--- src/rtl/wb_port_arbiter.sv ---
// Arbitrates the register-file write port between the WB stage and a queued long-latency unit.
// WB has priority; starved LU results are drained by a one-cycle WB hold, and stale LU results are squashed.
module wb_port_arbiter #(
  parameter int DATA_W     = 32,
  parameter int ADDR_W     = 5,
  parameter int DEPTH      = 2,
  parameter int STARVE_MAX = 4
) (
  input  logic              clk,
  input  logic              rst,
  input  logic              RegWriteW,
  input  logic [ADDR_W-1:0] RdW,
  input  logic [DATA_W-1:0] ResultW,
  input  logic              lu_valid,
  input  logic [ADDR_W-1:0] lu_rd,
  input  logic [DATA_W-1:0] lu_data,
  output logic              lu_ready,
  output logic              HoldW,
  output logic              RegWriteRF,
  output logic [ADDR_W-1:0] RdRF,
  output logic [DATA_W-1:0] DataRF
);

  localparam int PTR_W = $clog2(DEPTH);
  localparam int CW    = $clog2(DEPTH + 1);
  localparam int SW    = $clog2(STARVE_MAX + 1);

  typedef enum logic [1:0] {IDLE, PEND, FORCE} state_t;

  state_t             state_q, state_d;
  logic [SW-1:0]      cnt_q, cnt_d;
  logic [CW-1:0]      count_q, count_d;
  logic [PTR_W-1:0]   rptr_q, wptr_q;
  logic [DEPTH-1:0]   live_q, live_d;
  logic [ADDR_W-1:0]  rd_q   [DEPTH];
  logic [DATA_W-1:0]  data_q [DEPTH];

  logic wb_req, full, nonempty, head_live;
  logic wb_own, head_wr, pop, push, pop_live, any_live_d;

  always_comb begin
    wb_req    = RegWriteW & (|RdW);
    full      = (count_q == CW'(DEPTH));
    nonempty  = (count_q != '0);
    head_live = nonempty & live_q[rptr_q];
    wb_own    = 1'b0;
    head_wr   = 1'b0;
    pop       = 1'b0;
    HoldW     = 1'b0;

    // Port owner: forced drain, then WB, then live head; a dead head pops without the port.
    if (state_q == FORCE) begin
      HoldW   = rst;
      head_wr = head_live;
      pop     = nonempty;
    end else if (wb_req) begin
      wb_own = 1'b1;
      pop    = nonempty & ~head_live;
    end else if (head_live) begin
      head_wr = 1'b1;
      pop     = 1'b1;
    end else begin
      pop = nonempty;
    end

    push       = lu_valid & ~full & (|lu_rd);
    lu_ready   = rst & ~full;
    RegWriteRF = rst & (wb_own | head_wr);
    RdRF       = '0;
    DataRF     = '0;
    if (rst && wb_own) begin
      RdRF   = RdW;
      DataRF = ResultW;
    end else if (rst && head_wr) begin
      RdRF   = rd_q[rptr_q];
      DataRF = data_q[rptr_q];
    end

    // WAW squash covers queued entries and the entry pushed this cycle.
    live_d = live_q;
    for (int unsigned i = 0; i < DEPTH; i++) begin
      if (wb_own && rd_q[i] == RdW) live_d[i] = 1'b0;
    end
    if (pop)  live_d[rptr_q] = 1'b0;
    if (push) live_d[wptr_q] = ~(wb_own & (lu_rd == RdW));
    any_live_d = |live_d;
    pop_live   = pop & head_live;
    count_d    = count_q + CW'(push) - CW'(pop);

    state_d = state_q;
    cnt_d   = '0;
    case (state_q)
      IDLE: state_d = any_live_d ? PEND : IDLE;
      PEND: begin
        if (pop_live)                         cnt_d = '0;
        else if (wb_own && cnt_q != SW'(STARVE_MAX)) cnt_d = cnt_q + SW'(1);
        else                                  cnt_d = cnt_q;
        if (!any_live_d) begin
          state_d = IDLE;
          cnt_d   = '0;
        end else if (cnt_d == SW'(STARVE_MAX)) begin
          state_d = FORCE;
        end
      end
      FORCE:   state_d = any_live_d ? PEND : IDLE;
      default: state_d = IDLE;
    endcase
  end

  always_ff @(posedge clk) begin
    if (!rst) begin
      state_q <= IDLE;
      cnt_q   <= '0;
      count_q <= '0;
      rptr_q  <= '0;
      wptr_q  <= '0;
      live_q  <= '0;
    end else begin
      state_q <= state_d;
      cnt_q   <= cnt_d;
      count_q <= count_d;
      live_q  <= live_d;
      if (pop) rptr_q <= rptr_q + PTR_W'(1);
      if (push) begin
        wptr_q         <= wptr_q + PTR_W'(1);
        rd_q[wptr_q]   <= lu_rd;
        data_q[wptr_q] <= lu_data;
      end
    end
  end

endmodule
--- config.mk ---
export PLATFORM = sky130hd
export DESIGN_NAME = wb_port_arbiter
export DESIGN_NICKNAME = d
export VERILOG_FILES = /design/src/rtl/wb_port_arbiter.sv
export SDC_FILE = /design/constraint.sdc
export NUM_CORES = 1
export LEC_CHECK = 0
export BUFFER_PORTS_ARGS = -buffer_cell sky130_fd_sc_hd__buf_2
export CORE_UTILIZATION = 35
export CTS_BUF_LIST = sky130_fd_sc_hd__clkbuf_16
export CTS_CLUSTER_DIAMETER = 200
export DETAILED_ROUTE_END_ITERATION = 16
export HOLD_SLACK_MARGIN = 0.12
export SLEW_MARGIN = 15
export SYNTH_ARGS = -nofsm -noshare
export SYNTH_HDL_FRONTEND = slang
export SYNTH_SLANG_ARGS = --single-unit
--- constraint.sdc ---
create_clock -name clk -period 4.3 [get_ports clk]
set_input_delay 0.43 -clock clk [delete_from_list [all_inputs] [get_ports clk]]
set_output_delay 0.43 -clock clk [all_outputs]
set_load 0.05 [all_outputs]
==> results.py <==
metrics = {
    "global_route": {
        "grt_pass1_wl_um": 12460,
        "grt_start_max_net_pins": 39,
        "grt_pass1_vias": 2520,
        "antenna_found_initial": 0,
        "track_usage": 0.1460,
        "grt-ovfl-total": 0,
    },
    "synth": {
        "yosysSeqAreaShare": 0.6334,
        "synth_top_area_share": 0.5716,
        "synthCells": 302,
        "synth_cell_types": 40,
        "async_reset_ff_frac": 0,
        "synth_edf_count": 74,
        "ys_ff_latch": 86,
        "synthTopCellsByArea": "edfxtp_1 57%, mux2i_1 9.8%, dfxtp_1 6.2%",
        "syn_avg_cell_area_um2": 12.87,
        "yosysTopAreaCell": "edfxtp_1",
        "ys.flop_type": "edfxtp_1",
        "synthesis.area_um2": 3887,
        "synth.yosys.warnings": 0,
        "syn_nets": 384,
    },
    "floorplan": {
        "die_w_um": 107.4,
        "initial_core_util": 0.3586,
        "die-area_um2": 11530,
        "row_count": 38,
        "coreArea_um2": 10840,
        "top_level_ports": 118,
        "die_h_um": 107.4,
    },
    "routing": {
        "drc_errors": 0,
        "routed_wl_um": 8143,
        "vias": 2661,
        "drtPass1Iterations": 4,
        "drt_iter0_markers": 106,
        "wire_per_inst_um": 14.46,
        "antenna_left": 0,
        "vias_per_cell": 4.726,
    },
    "timing": {
        "setup_viol": 0,
        "fin_skew_ns": 0.005599,
        "grt_setup_unrepaired": "false",
        "tightest_slew_ns": 0.9894,
        "layout_min_cycle_time_ns": 3.147,
        "setup-tns-final_ns": 0,
        "hold_viol_final": 0,
        "slew_headroom": 0.3368,
        "post-route-period-util": 0.7318,
        "finalWorstSetupSlack_ns": 1.153,
        "slew_viol_final": 0,
        "fmax_mhz": 317.8,
    },
    "cells_and_area": {
        "area_delta_synth_final_pct": 26.04,
        "register_area_um2": 2464,
        "multi_input_area_um2": 1343,
        "drive_gt1_frac": 0.3522,
        "final_cell_mix": "117 x buf_2, 74 x edfxtp_1, 41 x nand2_1, 38 x mux2i_1, 38 x o21ai_0",
        "final_common_cell": "buf_2",
        "diodes": 0,
        "final_nets": 500,
        "nFillCells": 1000,
    },
    "clock_tree": {
        "clkSinkCount": 86,
        "cts.reportedPaths.clkPinSlew_ns": 0.07,
        "cts-resized-gates": 0,
        "clkLatencyLatePin_ns": 0.33,
        "post_cts_buffers": 0,
        "cts_buffers": 9,
        "cts_buffer_depth": 2,
        "hold_buffers": 0,
        "cts_tree": "yes",
        "htreeDepth": 3,
        "root_buffer": "clkbuf_16",
    },
    "setup_path": {
        "arrival_ns": 2.72,
        "path_buf_inv": 3,
        "endpoint_kind": "output pin",
        "slowest_delay_ns": 0.39,
        "path_common_cell": "buf_2",
        "worst_path_max_delay_cell": "or3_1",
        "worst_ep_required_time_ns": 3.87,
        "path_class": "input port to output pin",
        "path_delay_family": "simple AND/OR/NAND/NOR gates",
        "crit_chain": "buf_2, or3_1, o311a_4, nor2b_1, nand2_1, buf_4, o21ai_0, buf_2",
        "cp_max_fo": 20,
        "worst_setup_path_start_kind": "input port",
    },
    "place": {
        "gp_congestion": 0.7451,
        "dp_hpwl_um": 5721,
        "numPortBuffers": 117,
        "pre_cts_slack_ns": 1.153,
    },
    "pwr": {
        "ir_drop_uv": 223.2,
        "leakage_nw": 1.933,
        "powerDensity_nw_per_um2": 467.1,
    },
    "run_status": {
        "status": "finished, final reports clean",
    },
    "flow_run": {
        "drv_cap": 0,
    },
    "min_path": {
        "min_path_type": "input port to register",
    },
}
-- flip-flops by register name (all words and copies together), names as in the netlist, named ones only --
signal	count
live_q	2
data_q	64
rd_q	10
wptr_q	1
state_q	2
count_q	2
cnt_q	3
rptr_q	1
-- metal layers --
metal | routed length, µm | global-route usage
met4 | 46 | 0.04892
met2 | 3763 | 0.2382
met5 | 0 | 0
met3 | 595 | 0.04177
met1 | 3738 | 0.1859
-- report_power, final --
part	switching, mW	internal [mW]
Sequential	0.0775	0.990
Clock	0.325	0.399
Combinational	0.295	0.202
Total	0.698	1.59
-- cell type report --
| class | count | share of cell area |
|---|---|---|
| clock inverters | 7 | 0.01200 |
| well taps | 140 | 0.03575 |
| repair buffers | 121 | 0.1256 |
| inverters | 5 | 0.003830 |
| multi-input cells | 195 | 0.2740 |
| flip-flops and latches | 86 | 0.5028 |
| clock buffers | 9 | 0.04597 |
-- synthesized netlist by cell type, types with 5 or more instances --
cell	number
nand2_1	41
nor2_1	9
mux2i_1	38
dfxtp_1	12
nor3_1	5
edfxtp_1	74
xor2_1	9
clkbuf_1	13
inv_1	5
o21ai_0	38
a21oi_1	5
xnor2_1	10
-- worst register-to-register path: stages (launching register included) --
cell,delay (ns)
dfxtp_1,0.38
nand2b_1,0.14
o211a_1,0.29
inv_1,0.13
nor3_2,0.76
buf_4,0.50
-- stage by stage --
stage	util	area [µm²]	instances	power [mW]	hold slack [ns]
after floorplan	-	3887	302	1.441	0.4444
final	0.4520	4900	563	2.288	0.2817
after global routing	0.4520	4900	563	2.396	0.2670
after global placement	0.4258	4616	547	1.579	0.4572
after detailed placement	0.4258	4616	547	1.588	0.4643
after CTS	0.4520	4900	563	2.314	0.2722
-- final timing paths --
check                           startpoint            end  slack [ns]  cells past startpoint
worst min-delay path            lu_data[9]   data_q[1][9]        0.28                      1
worst max register to register  count_q[0]  data_q[0][29]        1.76                      5
worst max-delay path                RdW[0]     DataRF[25]        1.15                      8
worst min register to register  state_q[0]     state_q[0]        0.47                      1
-- logic make-up (layout without fill, tap and decap cells) --
kind of cell / Yosys count / count (layout) / synth area share
DFF: 86 / 86 / 0.6334
and+or+nand+nor: 79 / 79 / 0.1011
AOI/OAI and AO/OA: 53 / 53 / 0.08336
muxes: 40 / 40 / 0.1036
buffers and inverters: 21 / 142 / 0.02285
xor gates and xnor gates: 19 / 19 / 0.04281
adders and majority gates: 4 / 4 / 0.01287
Note: power is estimated with default switching activity, not from simulation.
